### src/rtl/down_counter_reload_if.sv
// Control/status bundle for the reloadable down counter.
// The master drives the load/enable controls; the slave is the counter.
interface down_counter_reload_if #(
  parameter int WIDTH = 4
) ();

  logic             en;
  logic             load;
  logic [WIDTH-1:0] load_val;
  logic             auto_reload;
  logic [WIDTH-1:0] out;
  logic             tc;
  logic             zero;
  logic             busy;

  modport master (
    output en,
    output load,
    output load_val,
    output auto_reload,
    input  out,
    input  tc,
    input  zero,
    input  busy
  );

  modport slave (
    input  en,
    input  load,
    input  load_val,
    input  auto_reload,
    output out,
    output tc,
    output zero,
    output busy
  );

endinterface : down_counter_reload_if

### src/rtl/down_counter_reload.sv
// Loadable synchronous down counter / interval timer.
// A load captures a start value, which is also kept as the reload value.
// The count then decrements once per enabled cycle in RUN and pulses tc on
// the 1->0 step. Afterwards it either parks in DONE or reloads the saved
// value on the next enabled cycle, so with en held high and a load of N,
// tc repeats every N+1 cycles.
module down_counter_reload #(
  parameter int WIDTH = 4
) (
  input  logic                  clk,
  input  logic                  rst,
  down_counter_reload_if.slave  io_bus
);

  typedef enum logic [1:0] {
    ST_IDLE = 2'd0,
    ST_RUN  = 2'd1,
    ST_DONE = 2'd2
  } state_t;

  localparam logic [WIDTH-1:0] W_ONE  = WIDTH'(1);
  localparam logic [WIDTH-1:0] W_ZERO = '0;

  state_t           r_state;
  logic [WIDTH-1:0] r_out;
  logic [WIDTH-1:0] r_reload;
  logic             r_tc;
  logic             r_busy;

  state_t           w_state_nxt;
  logic [WIDTH-1:0] w_out_nxt;
  logic [WIDTH-1:0] w_reload_nxt;
  logic             w_tc_nxt;

  // Next-state and next-datapath decode; load outranks the decrement.
  always_comb begin
    // NOTE: every signal gets a default before any branch, so no path can
    // leave it unassigned and infer a latch.
    w_state_nxt  = r_state;
    w_out_nxt    = r_out;
    w_reload_nxt = r_reload;
    w_tc_nxt     = 1'b0;

    if (io_bus.load) begin
      // A load restarts from any state; a zero start value has nothing to
      // count, so it parks in DONE without a terminal-count pulse.
      w_reload_nxt = io_bus.load_val;
      w_out_nxt    = io_bus.load_val;
      w_state_nxt  = (io_bus.load_val != W_ZERO) ? ST_RUN : ST_DONE;
    end else begin
      unique case (r_state)
        ST_RUN: begin
          if (io_bus.en) begin
            if (r_out > W_ONE) begin
              w_out_nxt = r_out - W_ONE;
            end else if (r_out == W_ONE) begin
              // tc is registered on the same edge that lands on zero, so it
              // is high during the first cycle out reads 0.
              w_out_nxt   = W_ZERO;
              w_tc_nxt    = 1'b1;
              w_state_nxt = io_bus.auto_reload ? ST_RUN : ST_DONE;
            end else begin
              // Only reachable when auto-reloading: the reload step takes the
              // place of a wrap to all-ones.
              w_out_nxt = r_reload;
            end
          end
        end
        ST_IDLE, ST_DONE: begin
          // Holding: en is ignored until the next load.
        end
        default: begin
          w_state_nxt = ST_IDLE;
        end
      endcase
    end
  end

  // State and datapath registers with synchronous, highest-priority reset.
  always_ff @(posedge clk) begin
    // NOTE: sequential state uses non-blocking assignments so every register
    // samples the pre-edge values, independent of statement order.
    if (rst) begin
      r_state  <= ST_IDLE;
      r_out    <= W_ZERO;
      r_reload <= W_ZERO;
      r_tc     <= 1'b0;
      r_busy   <= 1'b0;
    end else begin
      r_state  <= w_state_nxt;
      r_out    <= w_out_nxt;
      r_reload <= w_reload_nxt;
      r_tc     <= w_tc_nxt;
      r_busy   <= (w_state_nxt == ST_RUN);
    end
  end

  assign io_bus.out  = r_out;
  assign io_bus.tc   = r_tc;
  assign io_bus.busy = r_busy;
  assign io_bus.zero = (r_out == W_ZERO);

  // Structural invariants: tc only ever accompanies a zero count, the count
  // never exceeds the last loaded value, and busy mirrors the RUN state.
  a_tc_at_zero : assert property (@(posedge clk) r_tc |-> (r_out == W_ZERO))
    else $error("tc asserted with nonzero count");
  a_out_le_reload : assert property (@(posedge clk) !$isunknown(r_out) |-> (r_out <= r_reload))
    else $error("count exceeds reload value");
  a_busy_run : assert property (@(posedge clk) !$isunknown(r_state) |-> (r_busy == (r_state == ST_RUN)))
    else $error("busy disagrees with state");

endmodule : down_counter_reload

### src/flat_wrapper.sv
// flat-port wrapper written by rule: the top's interface ports become plain ports
module down_counter_reload_flat 
#(
  parameter int WIDTH = 4
)
  (clk, rst, io_bus_en, io_bus_load, io_bus_load_val, io_bus_auto_reload, io_bus_out, io_bus_tc, io_bus_zero, io_bus_busy);
  down_counter_reload_if #(.WIDTH(WIDTH)) io_bus_i ();
  input  logic clk;
  input  logic rst;
  input wire logic [$bits(io_bus_i.en)-1:0] io_bus_en;
  input wire logic [$bits(io_bus_i.load)-1:0] io_bus_load;
  input wire logic [$bits(io_bus_i.load_val)-1:0] io_bus_load_val;
  input wire logic [$bits(io_bus_i.auto_reload)-1:0] io_bus_auto_reload;
  output wire logic [$bits(io_bus_i.out)-1:0] io_bus_out;
  output wire logic [$bits(io_bus_i.tc)-1:0] io_bus_tc;
  output wire logic [$bits(io_bus_i.zero)-1:0] io_bus_zero;
  output wire logic [$bits(io_bus_i.busy)-1:0] io_bus_busy;
  assign io_bus_i.en = io_bus_en;
  assign io_bus_i.load = io_bus_load;
  assign io_bus_i.load_val = io_bus_load_val;
  assign io_bus_i.auto_reload = io_bus_auto_reload;
  assign io_bus_out = io_bus_i.out;
  assign io_bus_tc = io_bus_i.tc;
  assign io_bus_zero = io_bus_i.zero;
  assign io_bus_busy = io_bus_i.busy;
  down_counter_reload #(.WIDTH(WIDTH)) u_core (.clk(clk), .rst(rst), .io_bus(io_bus_i));
endmodule
### config.mk
export PLATFORM = sky130hd
export DESIGN_NAME = down_counter_reload_flat
export DESIGN_NICKNAME = d
export VERILOG_FILES = /design/src/rtl/down_counter_reload_if.sv /design/src/rtl/down_counter_reload.sv /design/src/flat_wrapper.sv
export SDC_FILE = /design/constraint.sdc
export NUM_CORES = 1
export LEC_CHECK = 0
export ABC_CLOCK_PERIOD_IN_PS = 3210
export BUFFER_PORTS_ARGS = -buffer_cell sky130_fd_sc_hd__clkbuf_2
export CORE_ASPECT_RATIO = 1.1
export CORE_MARGIN = 1.5
export CORE_UTILIZATION = 45
export CTS_CLUSTER_DIAMETER = 40
export DETAILED_ROUTE_END_ITERATION = 8
export HOLD_SLACK_MARGIN = 0.03
export PLACE_DENSITY = 0.72
export SYNTH_ARGS = -nofsm -noshare
export SYNTH_HDL_FRONTEND = slang
export SYNTH_SLANG_ARGS = --single-unit
### constraint.sdc
create_clock -name clk -period 3.21 [get_ports clk]
set_clock_uncertainty 0.2 [all_clocks]
set_input_delay 0.642 -clock clk [delete_from_list [all_inputs] [get_ports clk]]
set_output_delay 0.642 -clock clk [all_outputs]
set_load 0.005 [all_outputs]
==> results.toml, run 1 <==
[logic_synthesis]
ys_ff_latch = 12
synthesis.nets = 85
avgSynthCellArea_um2 = 9.20
synth_cells = 73
synthesis.area_um2 = 672
synth_seq_area_share_pct = 35.8
async_flop_share_pct = 0
synth-edff-count = 0
yosysWarnings = 0
synth_cell_types = 35
ys.flop_type = "dfxtp_1"

[timing]
finalHoldViolations = 0
setup_slack_ns = 1.14
rsz0062_at_grt = "no"
finalSetupViolations = 0
tns_ns = 0
maxSlewHeadroom_pct = 70.2
drv_slew = 0
max_freq_mhz = 482
worstMarginPinSlew_ns = 0.443
finalCritPeriodShare_pct = 64.6
min_period_ns = 2.07

[die]
rows = 14
fp.dieH_um = 43.5
core_um2 = 1380
die_w_um = 39.8
start_util_pct = 48.6
dieArea_um2 = 1730
ios = 16

[global_routing]
grt_usage_pct = 20.7
grt_pass1_wl_um = 2390
grt_pass1_vias = 565
antenna_found_initial = 0
grt_start_max_net_pins = 15
grt_overflow = 0

[finish]
fill_cells = 131
antenna_cells = 0
final_cell_mix = "clkbuf_2 (15), dfxtp_1 (12), inv_1 (6)"
final_cells = 104
drive_gt1_share_pct = 26.1
fin_util_pct = 56.3
fin_nets = 101
mostFrequentLayoutCell = "clkbuf_2"
multi_input_area_um2 = 382
syn_to_final_growth_pct = 16.0
ff_latch_area_um2 = 240

[critical_path]
cpMaxStageDelayCell = "dfxtp_1"
required_ns = 2.37
crit_chain = "inv_1 -> ha_1 -> nor3b_1 -> clkbuf_2"
reg2regPathDepth = 5
crit_arrival_ns = 1.23
cp-start-kind = "flip-flop"
cp_top_family = "flip-flops"
path_class = "flip-flop to primary output"
end_kind = "primary output"
crit_fanout = 5
r2r-start = "u_core.io_bus.out[1]"
path_buf_inv = 2
max_stage_delay_ns = 0.41
regToRegEndpoint = "u_core.r_state[1]"
r2r_slack_ns = 1.41

[clock_network]
path_clk_slew_ns = 0.08
clockBufferDepth = 2
postCtsSetupBuffers = 0
htreeDepth = 1
cts-resized-gates = 0
clkSinkCount = 12
cts_tree = "built"
insertion_delay_ns = 0.28
holdBufCountCts = 0
cts_root_buf = "clkbuf_4"
numCtsBuffers = 3

[placed_design]
dp_cells = 100
post-dp-hpwl_um = 1040
pre_cts_ws_ns = 1.33
gp_congestion = 0.809
portBuffers = 15

[drt]
drt_iter0_markers = 12
vias = 615
drc = 0
wirelength_um = 1370
wl_per_cell_um = 13.2
ant_nets = 0
dr.pass1.iters = 4
vias_per_cell = 5.91

[pwr]
ir_drop_v = 0.000232
p_seq_share_pct = 46.6
combinationalPowerShare_pct = 19.2
power.leakage_nw = 0.348
power.density_nw_per_um2 = 466
internal_power_w = 0.000260
p_sw_share_pct = 28.5
total_power_w = 0.000363
p_sw_w = 0.000103
clockPowerShare_pct = 34.2

[hold_path]
hold_class = "flip-flop to flip-flop"
min-delay-start = "u_core.r_reload[2]"
min_to = "u_core.r_reload[2]"
hold_path_depth = 2

[status]
status = "completed"

[run]
maxCapViolCount = 0
==> worst min-delay path, cell delays in order, from the launching register on <==
cell	delay, ns
dfxtp_1	0.31
nand2_1	0.06
a21oi_1	0.06
==> cell usage after synthesis (2+ instances only) <==
cell type   n  area share [%]
nor2b_1     3             2.8
o2111ai_1   2             2.6
dfxtp_1    12              36
nand2_1     2             1.1
nor3_1      4             3.0
inv_1       6             3.4
ha_1        3             5.6
clkbuf_1    2             1.1
nor2_1      4             2.2
nand2b_1    2             1.9
nor4_1      2             1.9
mux2i_1     4             6.0
a21oi_1     2             1.5
a211oi_1    4             4.5
==> how the worst max path moves through the flow <==
stage / depth (start not counted) / slack, ns / from / endpoint
after floorplan: 5 / 1.55 / u_core.io_bus.out[1] / u_core.r_state[1]
after global placement: 4 / 1.35 / io_bus_load / u_core.r_state[1]
after detailed placement: 4 / 1.33 / io_bus_load / u_core.r_state[1]
after CTS: 4 / 1.12 / u_core.io_bus.out[0] / io_bus_zero
after global routing: 4 / 1.03 / u_core.io_bus.out[0] / io_bus_zero
final: 4 / 1.14 / u_core.io_bus.out[0] / io_bus_zero
==> layout make-up <==
class / instances / area share (%)
multi-input combinational: 50 / 49.0
clock buffer: 4 / 4.65
timing repair buffer: 15 / 9.63
sequential: 12 / 30.8
tap: 16 / 2.57
inverter: 7 / 3.37
==> power by group through the flow <==
stage	Sequential [W]	Combinational [W]	Clock (W)
5_1_grt	0.000171	0.0000791	0.000135
3_3_place_gp	0.000173	0.0000690	0
6_report	0.000169	0.0000698	0.000124
4_1_cts	0.000169	0.0000704	0.000128
2_1_floorplan	0.000168	0.0000529	0
3_5_place_dp	0.000173	0.0000699	0
==> stage by stage <==
step | cell area, um^2 | hold slack [ns]
after CTS | 779 | 0.286
after floorplan | 672 | 0.239
final | 779 | 0.285
after global placement | 743 | 0.259
after global routing | 779 | 0.310
after detailed placement | 743 | 0.274
==> flip-flops by register name, summed over array words and instances, names as in the netlist <==
name and cells:
u_core.io_bus.out 4, u_core.r_reload 4, u_core.r_state 2, u_core.io_bus.busy 1, u_core.io_bus.tc 1
==> kinds of logic after synthesis <==
group / Yosys count / share of synthesized area, %
flip-flops: 12 / 35.8
buffers and inverters: 11 / 7.45
AO/OA/AOI/OAI: 19 / 22.3
AND/OR/NAND/NOR: 24 / 22.9
adder cells (fa/ha/maj): 3 / 5.59
multiplexers: 4 / 5.96
==> metal layers <==
layer | part of all wire, % | global-route usage, % | vias to the layer above
met5 | 0 | 0 | -
met4 | 2.9 | 14.5 | 0
met3 | 4.2 | 5.13 | 5
met2 | 46 | 29.8 | 18
met1 | 47 | 26.1 | 287
li1 | - | - | 305
No activity file was read; power rests on OpenSTA's default activity.
==> run 2: changes to the inputs <==
--- a/config.mk
+++ b/config.mk
@@ -5,7 +5,7 @@
 export SDC_FILE = /design/constraint.sdc
 export NUM_CORES = 1
 export LEC_CHECK = 0
-export ABC_CLOCK_PERIOD_IN_PS = 3210
+export ABC_CLOCK_PERIOD_IN_PS = 2100
 export BUFFER_PORTS_ARGS = -buffer_cell sky130_fd_sc_hd__clkbuf_2
 export CORE_ASPECT_RATIO = 1.1
 export CORE_MARGIN = 1.5
==> constraint.sdc (replaced) <==
create_clock -name clk -period 2.1 [get_ports clk]
set_clock_uncertainty 0.2 [all_clocks]
set_input_delay 0.42 -clock clk [delete_from_list [all_inputs] [get_ports clk]]
set_output_delay 0.42 -clock clk [all_outputs]
set_load 0.005 [all_outputs]
==> results.toml, run 2 (synthesized netlist as in run 1, its figures left out) <==
[critical_path]
cp-start-kind = "flip-flop"
crit_fanout = 5
required_ns = 1.48
crit_arrival_ns = 1.21
end_kind = "primary output"
path_class = "flip-flop to primary output"

[global_routing]
grt_start_max_net_pins = 14
grt_overflow = 0
antenna_found_initial = 0
grt_usage_pct = 20.7
grt_pass1_vias = 586
grt_pass1_wl_um = 2420

[clock_network]
cts-resized-gates = 0
cts_tree = "built"
htreeDepth = 1
numCtsBuffers = 3
postCtsSetupBuffers = 0
clockBufferDepth = 2
path_clk_slew_ns = 0.07
holdBufCountCts = 0
clkSinkCount = 12
cts_root_buf = "clkbuf_4"
insertion_delay_ns = 0.28

[drt]
dr.pass1.iters = 4
vias_per_cell = 5.79
wl_per_cell_um = 13.6
wirelength_um = 1420
vias = 608
drc = 0
ant_nets = 0
drt_iter0_markers = 16

[timing]
tns_ns = 0
maxSlewHeadroom_pct = 64.3
finalHoldViolations = 0
finalSetupViolations = 0
rsz0062_at_grt = "no"
drv_slew = 0
max_freq_mhz = 546
finalCritPeriodShare_pct = 87.3
worstMarginPinSlew_ns = 0.531
min_period_ns = 1.83

[finish]
syn_to_final_growth_pct = 17.1
drive_gt1_share_pct = 27.0
final_cell_mix = "clkbuf_2 (15), dfxtp_1 (12), inv_1 (6)"
mostFrequentLayoutCell = "clkbuf_2"
fin_nets = 102
fill_cells = 128
final_cells = 105
antenna_cells = 0

[placed_design]
portBuffers = 15
post-dp-hpwl_um = 1050
gp_congestion = 0.748
dp_cells = 101

[die]
die_w_um = 39.8
start_util_pct = 48.6
ios = 16
fp.dieH_um = 43.5
core_um2 = 1380
dieArea_um2 = 1730
rows = 14

[pwr]
power.density_nw_per_um2 = 705
ir_drop_v = 0.000378
power.leakage_nw = 0.353

[status]
status = "completed"

[hold_path]
hold_class = "input port to flip-flop"

[run]
maxCapViolCount = 0
-- run 2: critical path: stages (launching register included) --
cell      delay (ns)
dfxtp_1         0.39
inv_1           0.10
ha_1            0.19
nor3b_1         0.13
clkbuf_2        0.12
-- run 2: area by class of cell --
class | instances | area [um^2] | area share, %
inverter | 7 | 26.3 | 3.34
tap | 16 | 20.0 | 2.54
clock buffer | 4 | 36.3 | 4.61
multi-input combinational | 50 | 382 | 48.5
timing repair buffer | 16 | 82.6 | 10.5
sequential | 12 | 240 | 30.5
-- run 2: final timing paths --
| kind | from | endpoint | slack [ns] | cells past startpoint |
|---|---|---|---|---|
| min reg2reg | u_core.r_reload[2] | u_core.r_reload[2] | 0.28 | 2 |
| min | io_bus_load_val[2] | u_core.r_reload[2] | 0.24 | 3 |
| max | u_core.io_bus.out[0] | io_bus_zero | 0.27 | 4 |
| max reg2reg | u_core.io_bus.out[1] | u_core.r_state[1] | 0.34 | 5 |
-- run 2: report_power, final --
group          total, W  internal, W  leakage [nW]  switching, W
combinational  0.000109    0.0000510         0.233     0.0000582
clock          0.000187     0.000106        0.0210     0.0000813
sequential     0.000258     0.000242        0.0992     0.0000162
total          0.000555     0.000399         0.353      0.000156
-- run 2: stage by stage --
stage | hold WS (ns) | cell area (um^2) | total power (W) | utilization (%) | setup WS, ns
CTS | 0.227 | 787 | 0.000559 | 56.9 | 0.253
detailed placement | 0.264 | 751 | 0.000373 | 54.2 | 0.348
finish | 0.237 | 787 | 0.000555 | 56.9 | 0.267
global route | 0.244 | 787 | 0.000588 | 56.9 | 0.171
global placement | 0.259 | 751 | 0.000371 | 54.2 | 0.383
floorplan | 0.239 | 672 | 0.000338 | - | 0.441
-- run 2: metal layers --
layer	share of wire [%]	up-vias	global-route usage (%)	routed length (um)
li1	-	311	-	-
met1	46	282	24.1	661
met2	47	10	32.5	667
met3	3.5	5	4.62	50
met4	3.1	0	14.5	44
met5	0	-	0	0
==> run 3: changes to the inputs <==
--- a/config.mk
+++ b/config.mk
@@ -6,14 +6,15 @@
 export NUM_CORES = 1
 export LEC_CHECK = 0
 export ABC_CLOCK_PERIOD_IN_PS = 2100
-export BUFFER_PORTS_ARGS = -buffer_cell sky130_fd_sc_hd__clkbuf_2
 export CORE_ASPECT_RATIO = 1.1
 export CORE_MARGIN = 1.5
 export CORE_UTILIZATION = 45
-export CTS_CLUSTER_DIAMETER = 40
+export CTS_CLUSTER_DIAMETER = 100
 export DETAILED_ROUTE_END_ITERATION = 8
+export DONT_BUFFER_PORTS = 1
 export HOLD_SLACK_MARGIN = 0.03
-export PLACE_DENSITY = 0.72
+export PLACE_DENSITY = 0.63
+export RECOVER_POWER = 50
 export SYNTH_ARGS = -nofsm -noshare
 export SYNTH_HDL_FRONTEND = slang
 export SYNTH_SLANG_ARGS = --single-unit
==> results.toml, run 3 (synthesized netlist as in run 1, its figures left out) <==
[global_routing]
grt_busiest_layer = "met2"
use_met3_pct = 5.64
antenna_found_initial = 0
grt_util_met2_pct = 31.8
use_met1_pct = 25.3
grt_start_max_net_pins = 15
grt_usage_pct = 20.8
grt_pass1_wl_um = 2390
grt_overflow = 0
grt_pass1_vias = 550

[drt]
drt_iter0_markers = 18
ant_nets = 0
dr.pass1.iters = 4
wl_per_cell_um = 16.4
vias = 580
vias_per_cell = 6.44
wirelength_um = 1470
drc = 0

[timing]
drv_slew = 0
tns_ns = 0
max_freq_mhz = 553
finalHoldViolations = 0
worstMarginPinSlew_ns = 0.486
finalCritPeriodShare_pct = 86.1
min_period_ns = 1.81
finalSetupViolations = 0
rsz0062_at_grt = "no"
maxSlewHeadroom_pct = 67.3

[run]
maxCapViolCount = 0

[die]
core_um2 = 1380
dieArea_um2 = 1730
start_util_pct = 48.6
rows = 14
ios = 16
die_w_um = 39.8
fp.dieH_um = 43.5

[placed_design]
portBuffers = 0
post-dp-hpwl_um = 1040
dpl_cell_area_um2 = 668
gp_congestion = 0.763

[critical_path]
path_class = "flip-flop to flip-flop"
cpMaxStageDelayCell = "or3b_4"
max_stage_delay_ns = 0.43
r2r-start = "u_core.io_bus.out[1]"
required_ns = 2.12
cp-start-kind = "flip-flop"
r2r_slack_ns = 0.29
reg2regPathDepth = 5
worstSetupStartpoint = "u_core.io_bus.out[1]"
end_kind = "flip-flop"
crit_end = "u_core.r_state[1]"
crit_arrival_ns = 1.82
regToRegEndpoint = "u_core.r_state[1]"
crit_chain = "inv_1 -> ha_1 -> or3b_4 -> nor4_2 -> o311a_1"
crit_fanout = 5

[finish]
design_area_um2 = 711
final_cell_mix = "dfxtp_1 (12), inv_1 (6)"
antenna_cells = 0
mostFrequentLayoutCell = "dfxtp_1"
drive_gt1_share_pct = 9.46
fin_nets = 88
syn_to_final_growth_pct = 5.77

[pwr]
ir_drop_v = 0.000508
total_power_w = 0.000490
power.leakage_nw = 0.285
power.density_nw_per_um2 = 690

[clock_network]
cts_tree = "built"
cts_root_buf = "clkbuf_4"
insertion_delay_ns = 0.28
postCtsSetupBuffers = 0
htreeDepth = 1
numCtsBuffers = 3
clockBufferDepth = 2
path_clk_slew_ns = 0.08
cts-resized-gates = 0
holdBufCountCts = 2
clkSinkCount = 12

[status]
status = "completed"

[hold_path]
hold_class = "input port to flip-flop"
## run 3: cell types whose count changed in the layout (fill, tap and decap cells not counted)
cell and delta:
buf_4 -1, clkbuf_2 -15, clkbuf_8 -1, dlygate4sd3_1 +2
## run 3: per-stage QoR
| stage | worst slack [ns] | hold WS (ns) | cells | utilization, % |
|---|---|---|---|---|
| 2_1_floorplan | 0.441 | 0.239 | 73 | - |
| 5_1_grt | 0.198 | 0.0710 | 90 | 51.4 |
| 3_3_place_gp | 0.363 | 0.253 | 85 | 48.3 |
| 3_5_place_dp | 0.318 | 0.254 | 85 | 48.3 |
| 6_report | 0.293 | 0.0825 | 90 | 51.4 |
| 4_1_cts | 0.285 | 0.0830 | 90 | 51.4 |
## run 3: how the worst min path moves through the flow
stage	endpoint	slack [ns]	depth (start not counted)	start
2_1_floorplan	u_core.r_reload[2]	0.24	2	u_core.r_reload[2]
3_3_place_gp	u_core.r_reload[2]	0.25	2	u_core.r_reload[2]
3_5_place_dp	u_core.r_reload[2]	0.25	2	u_core.r_reload[2]
4_1_cts	u_core.r_reload[3]	0.08	1	io_bus_load
5_1_grt	u_core.r_reload[3]	0.07	1	io_bus_load
6_report	u_core.r_reload[3]	0.08	1	io_bus_load
## run 3: layout make-up
class / instances / area, um^2
clock buffers: 3 / 22.5
fillers: 136 / 673
flip-flops and latches: 12 / 240
inverters: 7 / 26.3
well taps: 16 / 20.0
repair buffers: 2 / 20.0
multi-input cells: 50 / 382
## run 3: worst max-delay path, delay by kind of cell, from the launching register on
| kind | cells | cell delay [ns] |
|---|---|---|
| adders and majority gates | 1 | 0.26 |
| DFF | 1 | 0.35 |
| buffers and inverters | 1 | 0.11 |
| AOI/OAI and AO/OA | 1 | 0.18 |
| and+or+nand+nor | 2 | 0.66 |
## run 3: layer usage
layer	routed length [um]	share of wire (%)	vias to the layer above
met3	92	6.2	4
met2	701	48	25
met4	27	1.8	0
li1	-	-	279
met1	652	44	272
met5	0	0	-
## run 3: where the power goes
part	internal (W)	switching, W	leakage, nW
clock	0.0000664	0.0000767	0.0138
combinational	0.0000407	0.0000458	0.172
sequential	0.000242	0.0000182	0.0992
total	0.000349	0.000141	0.285
